<file path="src/rtl/fetch_stage.sv">
// rtl/fetch_stage.sv - instruction fetch stage with PC, imem request FSM and IF/ID register
// A one-entry hold buffer absorbs stalls and a saved target absorbs redirects that arrive mid-access.
module fetch_stage #(
  parameter logic [31:0] RESET_PC = 32'h0000_0000,
  parameter logic [31:0] NOP      = 32'h0000_0000
) (
  input  logic        clk,
  input  logic        rst,
  input  logic        wpcir,
  input  logic        clr,
  input  logic [1:0]  pcsrc,
  input  logic [31:0] bpc,
  input  logic [31:0] jpc,
  input  logic [31:0] rpc,
  output logic        imem_req,
  output logic [31:0] imem_addr,
  input  logic [31:0] imem_rdata,
  input  logic        imem_ready,
  output logic [31:0] pc_f,
  output logic [31:0] pc_plus4_d,
  output logic [31:0] instra_d,
  output logic        valid_d
);

  typedef enum logic [1:0] {S_REQ, S_HOLD, S_DROP} state_t;

  state_t      state;
  logic        req_q;
  logic [31:0] hold_buf;
  logic [31:0] saved_pc;
  logic [31:0] pc_plus4;
  logic [31:0] target;
  logic        redirect;

  assign pc_plus4  = pc_f + 32'd4;
  assign redirect  = clr & wpcir & valid_d;
  assign imem_req  = req_q & ~rst;
  assign imem_addr = pc_f;

  always_comb begin
    target = pc_plus4;
    case (pcsrc)
      2'b01:   target = bpc;
      2'b10:   target = rpc;
      2'b11:   target = jpc;
      default: target = pc_plus4;
    endcase
  end

  always_ff @(posedge clk) begin
    if (rst) begin
      state      <= S_REQ;
      req_q      <= 1'b1;
      pc_f       <= RESET_PC;
      pc_plus4_d <= 32'd0;
      instra_d   <= NOP;
      valid_d    <= 1'b0;
      hold_buf   <= 32'd0;
      saved_pc   <= 32'd0;
    end else begin
      case (state)
        S_REQ: begin
          if (imem_ready) begin
            if (redirect) begin
              pc_f     <= target;
              instra_d <= NOP;
              valid_d  <= 1'b0;
            end else if (wpcir) begin
              pc_f       <= pc_plus4;
              pc_plus4_d <= pc_plus4;
              instra_d   <= imem_rdata;
              valid_d    <= 1'b1;
            end else begin
              // Decode is stalled: park the word so the access is not repeated.
              hold_buf <= imem_rdata;
              state    <= S_HOLD;
              req_q    <= 1'b0;
            end
          end else if (redirect) begin
            saved_pc <= target;
            instra_d <= NOP;
            valid_d  <= 1'b0;
            state    <= S_DROP;
          end else if (wpcir) begin
            instra_d <= NOP;
            valid_d  <= 1'b0;
          end
        end
        S_HOLD: begin
          if (redirect) begin
            pc_f     <= target;
            instra_d <= NOP;
            valid_d  <= 1'b0;
            state    <= S_REQ;
            req_q    <= 1'b1;
          end else if (wpcir) begin
            pc_f       <= pc_plus4;
            pc_plus4_d <= pc_plus4;
            instra_d   <= hold_buf;
            valid_d    <= 1'b1;
            state      <= S_REQ;
            req_q      <= 1'b1;
          end
        end
        S_DROP: begin
          // The abandoned access must still complete before the new target is fetched.
          if (imem_ready) begin
            pc_f  <= saved_pc;
            state <= S_REQ;
          end
          if (wpcir) begin
            instra_d <= NOP;
            valid_d  <= 1'b0;
          end
        end
        default: begin
          state <= S_REQ;
          req_q <= 1'b1;
        end
      endcase
    end
  end

endmodule

</file>
<file path="config.mk">
export PLATFORM = sky130hd
export DESIGN_NAME = fetch_stage
export DESIGN_NICKNAME = d
export VERILOG_FILES = /design/src/rtl/fetch_stage.sv
export SDC_FILE = /design/constraint.sdc
export NUM_CORES = 1
export LEC_CHECK = 0
export ABC_CLOCK_PERIOD_IN_PS = 2050
export BUFFER_PORTS_ARGS = -buffer_cell sky130_fd_sc_hd__buf_2
export CELL_PAD_IN_SITES_DETAIL_PLACEMENT = 1
export CELL_PAD_IN_SITES_GLOBAL_PLACEMENT = 1
export CORE_ASPECT_RATIO = 0.8
export CORE_UTILIZATION = 34
export CTS_CLUSTER_SIZE = 14
export DETAILED_ROUTE_END_ITERATION = 12
export PLACE_DENSITY = 0.74
export SLEW_MARGIN = 15
export SYNTH_ARGS = -nofsm -noshare
export SYNTH_HDL_FRONTEND = slang
export SYNTH_SLANG_ARGS = --single-unit
</file>
<file path="constraint.sdc">
create_clock -name clk -period 2.05 [get_ports clk]
set_clock_uncertainty 0.1 [all_clocks]
set_input_delay 0.3075 -clock clk [delete_from_list [all_inputs] [get_ports clk]]
set_output_delay 0.3075 -clock clk [all_outputs]
set_load 0.02 [all_outputs]
</file>
# [Word-level counts from Yosys, hierarchy flattened]
# Cells that the tools add are included.
[totals] reg_bits=164
[op_classes] eq_ne=14 n_bitwise=8 n_addsub=1 reduce_logical=10 n_mux=38
[op_table] cell="2-to-1 mux 32 bit" n=14
[op_table] cell="one-hot mux 32 bit (3 select lines)" n=3
[op_table] cell="one-hot mux 32 bit (2 select lines)" n=1
[op_table] cell="adder 32 x 3 -> 32 bit (second input constant)" n=1
[op_table] cell="2-to-1 mux 2 bit" n=7
[op_table] cell="!= test 3 bit (second input constant)" n=4
[op_table] cell="2-to-1 mux 1 bit" n=10
[op_table] cell="AND reduction 5 bit" n=2
[op_table] cell="AND reduction 3 bit" n=3
[op_table] cell="!= test 2 bit (second input constant)" n=4
[op_table] cell="equality test 2 bit (second input constant)" n=3
[op_table] cell="one-hot mux 1 bit (3 select lines)" n=2
[op_table] cell="one-hot mux 2 bit (3 select lines)" n=1
[op_table] cell="NOT 1 bit" n=5
[op_table] cell="equality test 2 x 1 -> 1 bit (second input constant)" n=2
[op_table] cell="!= test 4 bit (second input constant)" n=1
[op_table] cell="AND reduction 4 bit" n=1
[op_table] cell="bitwise AND 1 bit" n=3
[op_table] cell="nonzero test 3 bit" n=1
[op_table] cell="logical NOT 2 bit" n=1
[op_table] cell="AND reduction 2 bit" n=1
[op_table] cell="nonzero test 2 bit" n=1

# [Longest topological paths before layout]
# Gate-level depths: netlist of run 1.
[logic_depth] ltp_word=5 depth_mapped=10 ltp_nobuf=8

# [Worst setup path before layout of run 1]
# OpenSTA, ideal clock, no wires.
[synth_path] path_kind="register to register" from="reg pc_f[2], in the netlist imem_addr[2]" to="reg pc_f[22], in the netlist imem_addr[22]" path_slack_ns=-0.159 path_stages_with_launch=8 setup_time_ns=0.074 arrival_time_ns=2.035 required_time_ns=1.876 cell_sequence="dfxtp_1 > ha_1 > nand4_2 > nor3_4 > nand4_1 > xor2_1 > a221o_1 > a31oi_1"
[synth_via] elab_chain_cells=5
[synth_lines] element="from (decl)" line_no="19" source="output logic [31:0] pc_f,"
[synth_lines] element="from (signal assigned)" line_no="65" source="pc_f <= target;"
[synth_lines] element="from (signal assigned)" line_no="69" source="pc_f <= pc_plus4;"
[synth_lines] element="from (signal assigned)" line_no="91" source="pc_f <= target;"
[synth_lines] element="adder 32 x 3 -> 32 bit (*)" line_no="35" source="assign pc_plus4 = pc_f + 32'd4;"
[synth_lines] element="one-hot mux 32 bit (3 select lines) or 2-to-1 mux 32 bit (tied branches)" line_no="42, 68, 96"
[synth_lines] element="2-to-1 mux 32 bit (*)" line_no="64" source="if (redirect) begin"
[synth_lines] element="2-to-1 mux 32 bit" line_no="63" source="if (imem_ready) begin"
[synth_lines] element="one-hot mux 32 bit (3 select lines) (*)" line_no="61" source="case (state)"
# Every way passes the cells marked *; elsewhere a longest branch is shown, timed or not. The select of a mux whose other input is x is not followed.
# A chain may end at the register's enable or synchronous reset.

# [Worst setup path in the final report of run 1]
[layout_path] from="reg state[0]" to="reg instra_d[10]"
[layout_via] elab_chain_cells=3
[layout_lines] element="from (decl)" line_no="27" source="state_t state;"
[layout_lines] element="from (signal assigned)" line_no="52" source="state <= S_REQ;"
[layout_lines] element="from (signal assigned)" line_no="76" source="state <= S_HOLD;"
[layout_lines] element="from (signal assigned)" line_no="83" source="state <= S_DROP;"
[layout_lines] element="equality test 2 x 1 -> 1 bit, or another cell as far along" line_no="61"
[layout_lines] element="!= test 3 bit (no source line), or another cell as far along"
[layout_lines] element="AND reduction 3 bit (no source line)"
[layout_lines] element="to (signal assigned)" line_no="71" source="instra_d <= imem_rdata;"
[layout_lines] element="to (signal assigned)" line_no="99" source="instra_d <= hold_buf;"
[layout_lines] element="to (decl)" line_no="21" source="output logic [31:0] instra_d,"
# Several ways; a longest one is shown, not always the timed one.

==> results.md, run 1 <==
- Outcome: complete, but fails checks
- Failing checks: design-rule violations, negative setup slack
- Slew margin rel.: 52.9%
- Worst skew pair latency: 0.44 ns
- Hold depth: 3
- IO Pins: 265
- Inserted Diodes: 0
- # setup viols final: 13
- Vias in the first global route: 9417
- M3 GR Usage: 5.31%
- Hold-fix buffers, CTS: 0
- Asr flop ratio synth: 0%
- Placed Area: 10600 um2
- Area contributors post-synth: dfxtp_1 38%, a21oi_1 6.9%, nand2_1 5.6%
- Reg clk slew, reported paths: 0.07 ns
- Multi-input logic area: 4910 um2
- Sequential share of the synthesized area: 38.2%
- GPL Wtd Cong: 0.851
- Most common cell in the netlist: dfxtp_1
- Top cell type's share of synthesized area: 38.2%
- DRC: 13
- Largest net degree at the start of global routing: 64
- Antenna violations before repair: 0
- Hold Crit Class: in -> reg
- Unrepaired setup endpoints after global routing: true
- Post-synth top area cell: dfxtp_1
- Post-route ant nets: 0
- Post-synth top cells: 164 x dfxtp_1, 128 x nand2_1, 125 x nor2_1
- Die width: 180 um
- Reg2reg path depth: 8
- Setup TNS: -0.175 ns
- M1 GR Usage: 33.2%
- Setup crit end kind: flop
- Delay of the slowest cell on the worst path: 0.52 ns
- Required time of the critical path: 2.26 ns
- Detailed-route via count: 9325
- I/O Buffers: 264
- Grt peak-use layer: met2
- Register bit count reported by yosys: 164
- Syn Nets: 1201
- Synth unique cells: 68
- Root buf cell: clkbuf_16
- WL/cell: 20.5 um
- Overflow after GRT: 0
- Dpl hpwl: 24.0 mm
- Synth warnings: 0
- Worst-path cell chain: inv_4 > ha_4 > nor2b_2 > nor3_2 > or4_4 > clkbuf_16 > a22oi_2 > nor2_1
- Total Wirelength: 34.3 mm
- Mapped Cells: 1061
- Min Hold Slack: 0.0192 ns
- Vias/cell: 5.58
- CP max FO: 8
- Layout cells sized above 1: 37.7%
- Leakage dissipation: 5.00 nW
- Drt first pass iters: 9
- Synthesized area per cell: 8.09 um2
- EDFF count, synth: 0
- Starting density of the core: 35.0%
- Met2 capacity usage during global routing: 42.4%
- DRT iter0 DRCs: 668
- Final Hold Vio Count: 0
- Core area: 24600 um2
- Sink Count: 164
- Design Area, Final: 11600 um2
- Chip height: 144 um
- Type of origin of the critical path: flop
- Min Clock Period, post-route: 2.08 ns
- Worst setup path class: reg -> reg
- Synthesized area: 8590 um2
- Worst-Margin Slew: 0.706 ns
- First-pass GRT wire length: 51.5 mm
- VDD IR max: 591 uV
- Fin nets: 1480
- Die footprint: 25900 um2
- Area growth syn-to-layout: 35.2%
- CP Data Arrival Time: 2.29 ns
- CTS max path bufs: 2
- Fmax: 481 MHz
- # rows: 51
- CTS tree: built
- Fillers: 2935
- GR Util All Layers: 25.5%
- Max-cap viol count: 0
- Register area: 3300 um2
- Final setup margin: -0.0294 ns
- Pwr dens: 960 nW/um2
- CTS H-tree depth: 4
- Final period util: 101%
- CTS Buf Count: 17
- DP Worst Slack: -0.0427 ns
- Ys flop type: dfxtp_1
- Fin. max-slew vios: 0
- Slowest CP cell: or4_4
-- repair_timing --
action / CTS / global route
pin swaps: 2 / 29
gates resized for setup: 5 / 67
setup endpoints to repair: 37 / 80
setup buffers: 4 / 2
cloned: 1 / 2
-- where the power goes --
group / internal [W] / switching (W)
Combinational: 0.00161 / 0.00247
Sequential: 0.00355 / 0.000308
Clock: 0.00173 / 0.00147
-- registers in the layout (all words and copies together) (netlist names) --
name,cells
req_q,1
instra_d,32
pc_plus4_d,32
state,2
saved_pc,32
valid_d,1
imem_addr,32
hold_buf,32
-- cells by family after synthesis --
logic type	count (synthesis)	synth area share, %
and+or+nand+nor	356	18.9
AOI/OAI and AO/OA	343	26.2
DFF	164	38.2
buffers and inverters	132	8.51
muxes	33	4.55
xor gates and xnor gates	28	2.86
adders and majority gates	5	0.729
-- worst max-delay path, delay by kind of cell (launching register included) --
family / cells / cell delay [ns]
and+or+nand+nor: 4 / 0.79
DFF: 1 / 0.37
buffers and inverters: 2 / 0.27
adders and majority gates: 1 / 0.24
AOI/OAI and AO/OA: 1 / 0.18
-- per-stage QoR --
| step | instances | utilization [%] | power (W) |
|---|---|---|---|
| 5_1_grt | 1671 | 47.2 | 0.0117 |
| 6_report | 1671 | 47.2 | 0.0111 |
| 3_5_place_dp | 1630 | 43.2 | 0.00757 |
| 4_1_cts | 1667 | 45.8 | 0.0109 |
| 2_1_floorplan | 1061 | - | 0.00622 |
| 3_3_place_gp | 1630 | 43.2 | 0.00747 |
-- final cells by class --
class	instances	area share [%]
clock inverters	12	1.03
repair buffers	380	20.5
well taps	318	3.43
multi-input cells	765	42.3
clock buffers	20	3.85
inverters	12	0.431
flip-flops and latches	164	28.5
-- routing by layer --
| metal | wire length, um | vias to the layer above |
|---|---|---|
| li1 | - | 4352 |
| met1 | 15700 | 4613 |
| met2 | 15900 | 308 |
| met3 | 1990 | 52 |
| met4 | 760 | 0 |
| met5 | 0 | - |
-- cell usage in the layout, fill, tap and decap left out, types with 10 or more instances in the layout --
master	instances
nor2_1	120
buf_2	263
buf_4	103
a21oi_1	117
dfxtp_1	153
clkbuf_16	19
inv_1	10
xor2_1	12
a22oi_2	28
nor3_1	20
nand4_1	10
o21ai_0	43
mux2i_1	20
a211oi_1	27
nand3_1	20
nand2_1	128
o211ai_1	13
a22o_1	33
xnor2_1	14
o22ai_1	17
buf_12	10
-- worst paths after layout --
kind                   from  slack, ns      endpoint
min          imem_rdata[16]       0.02  hold_buf[16]
max reg2reg        state[0]      -0.03  instra_d[10]
min reg2reg     hold_buf[6]       0.36   hold_buf[6]
max                state[0]      -0.03  instra_d[10]
No activity file was read; power rests on OpenSTA's default activity.
==> run 2, diff against run 1 <==
- CELL_PAD_IN_SITES_DETAIL_PLACEMENT: 1 -> unset
- CELL_PAD_IN_SITES_GLOBAL_PLACEMENT: 1 -> unset
- CORE_UTILIZATION: 34 -> 47
==> results.md, run 2 (synthesis gave the netlist of run 1 again) <==
- Final Non-Filler Cells: 1565 (was 1671)
- VDD IR max: 525 uV (was 591 uV)
- Post-route ant nets: 0 (unchanged)
- I/O Buffers: 264 (unchanged)
- Unrepaired setup endpoints after global routing: true (unchanged)
- Setup TNS: -0.261 ns (was -0.175 ns)
- Leakage dissipation: 4.94 nW (was 5.00 nW)
- Failing checks: negative setup slack (was design-rule violations, negative setup slack)
- GPL Wtd Cong: 0.935 (was 0.851)
- Worst skew pair latency: 0.43 ns (was 0.44 ns)
- DRT iter0 DRCs: 733 (was 668)
- Fin. max-slew vios: 0 (unchanged)
- Worst min-delay path startpoint: imem_rdata[4] (was imem_rdata[16])
- Worst R2R End: instra_d[27] (was instra_d[10])
- WL/cell: 18.3 um (was 20.5 um)
- Hold depth: 3 (unchanged)
- M1 WL: 12.3 mm (was 15.7 mm)
- Min Clock Period, post-route: 2.08 ns (about the same)
- Starting density of the core: 48.8% (was 35.0%)
- Layout cells sized above 1: 36.1% (was 37.7%)
- Design Area, Final: 11300 um2 (was 11600 um2)
- Sink Count: 164 (unchanged)
- Antenna violations before repair: 0 (unchanged)
- Worst hold endpoint: hold_buf[4] (was hold_buf[16])
- Worst setup path class: reg -> reg (unchanged)
- Drt first pass iters: 6 (was 9)
- Reg2Reg Setup Slack: -0.03 ns (about the same)
- Final Hold Vio Count: 0 (unchanged)
- Hold Crit Class: in -> reg (unchanged)
- Met3 routed WL: 2.45 mm (was 1.99 mm)
- Fmax: 480 MHz (was 481 MHz)
- Inserted Diodes: 0 (unchanged)
- Type of origin of the critical path: flop (unchanged)
- Setup crit end kind: flop (unchanged)
- Largest net degree at the start of global routing: 65 (was 64)
- CP max FO: 16 (was 8)
- Area growth syn-to-layout: 32.2% (was 35.2%)
- Fin nets: 1467 (was 1480)
- Met2 WL post-DR: 13.3 mm (was 15.9 mm)
- # rows: 43 (was 51)
- Reg clk slew, reported paths: 0.07 ns (about the same)
- Total power: 0.0110 W (was 0.0111 W)
- Fillers: 1537 (was 2935)
- R2r startpoint: state[1] (was state[0])
- Overflow after GRT: 0 (unchanged)
- Max-cap viol count: 0 (unchanged)
- Commonest non-fill, non-tap cell in the layout: buf_2 (unchanged)
- Placed insts: 1529 (was 1630)
- Worst-Margin Slew: 0.789 ns (was 0.706 ns)
- CP Data Arrival Time: 2.29 ns (about the same)
- Die width: 153 um (was 180 um)
- First-pass GRT wire length: 43.6 mm (was 51.5 mm)
- Core area: 17600 um2 (was 24600 um2)
- Final period util: 102% (was 101%)
- Dpl hpwl: 19.8 mm (was 24.0 mm)
- Vias in the first global route: 8394 (was 9417)
- Top routing layer in use: met4 (unchanged)
- Pwr dens: 972 nW/um2 (was 960 nW/um2)
- IO Pins: 265 (unchanged)
- Chip height: 123 um (was 144 um)
- Post-layout util: 64.5% (was 47.2%)
- GR Util All Layers: 29.5% (was 25.5%)
- Required time of the critical path: 2.26 ns (about the same)
- Final setup margin: -0.0316 ns (was -0.0294 ns)
- CTS H-tree depth: 4 (unchanged)
- Vias/cell: 5.86 (was 5.58)
- Slew margin rel.: 46.9% (was 52.9%)
- Reg2reg path depth: 8 (unchanged)
- DRC: 0 (was 13)
- CTS Buf Count: 17 (unchanged)
- CTS max path bufs: 2 (unchanged)
- Die footprint: 18800 um2 (was 25900 um2)
- Most frequent cells in the layout: 263 x buf_2, 153 x dfxtp_1, 128 x nand2_1 (unchanged)
- CTS tree: built (unchanged)
- Outcome: complete, but fails checks (unchanged)
- # setup viols final: 16 (was 13)
- Total Wirelength: 28.6 mm (was 34.3 mm)
- Root buf cell: clkbuf_16 (unchanged)
- Detailed-route via count: 9171 (was 9325)
- Placed Area: 10400 um2 (was 10600 um2)
[run 2: power breakdown]
| part | internal [W] | switching (W) | leakage [nW] |
|---|---|---|---|
| logic | 0.00155 | 0.00232 | 3.31 |
| registers | 0.00356 | 0.000287 | 1.34 |
| clock network | 0.00192 | 0.00140 | 0.288 |
[run 2: area by class of cell]
cell class	count	area [um2]	area share (%)
sequential	164	3310	29.2
inverter	12	50.0	0.441
clock buffer	20	467	4.11
clock inverter	12	145	1.28
tap	225	282	2.48
timing repair buffer	367	2260	20.0
multi-input combinational	765	4830	42.5
[run 2: what timing repair did]
item / CTS / global route
resized for setup: 4 / 55
endpoints found under the hold margin: 0 / 0
buffers inserted: 0 / 2
pin swaps: 0 / 18
gates cloned: 0 / 2
hold buffers: 0 / 0
endpoints found under the setup margin: 11 / 72
[run 2: per-stage QoR]
step / hold slack [ns] / setup slack, ns
after global routing: 0.0224 / -0.0846
after detailed placement: 0.340 / -0.0864
final: 0.0290 / -0.0316
after global placement: 0.335 / -0.172
after floorplan: 0.327 / -0.00164
after CTS: 0.0186 / -0.000907
[run 2: worst max path at each step]
stage | start | to | slack, ns | cells past startpoint
after floorplan | state[1] | instra_d[0] | -0.002 | 10
after global placement | state[0] | imem_addr[2] | -0.17 | 7
after detailed placement | state[0] | imem_addr[2] | -0.09 | 7
after CTS | state[0] | imem_addr[2] | -0.0009 | 7
after global routing | state[1] | instra_d[27] | -0.08 | 8
final | state[1] | instra_d[27] | -0.03 | 8
[run 2: per-layer routing]
metal | up-vias | track usage (%)
met5 | - | 0
met4 | 0 | 9.97
met3 | 41 | 6.31
met2 | 452 | 48.2
met1 | 4344 | 38.9
li1 | 4334 | -
[run 2: worst max-delay path, cell delays in order, from the launching register on]
cell and delay [ns]:
dfxtp_4 0.38, inv_4 0.05, ha_4 0.28, nor2b_4 0.14
nor3_2 0.05, or4_4 0.49, clkbuf_16 0.21, a22oi_1 0.19
nor2_1 0.06
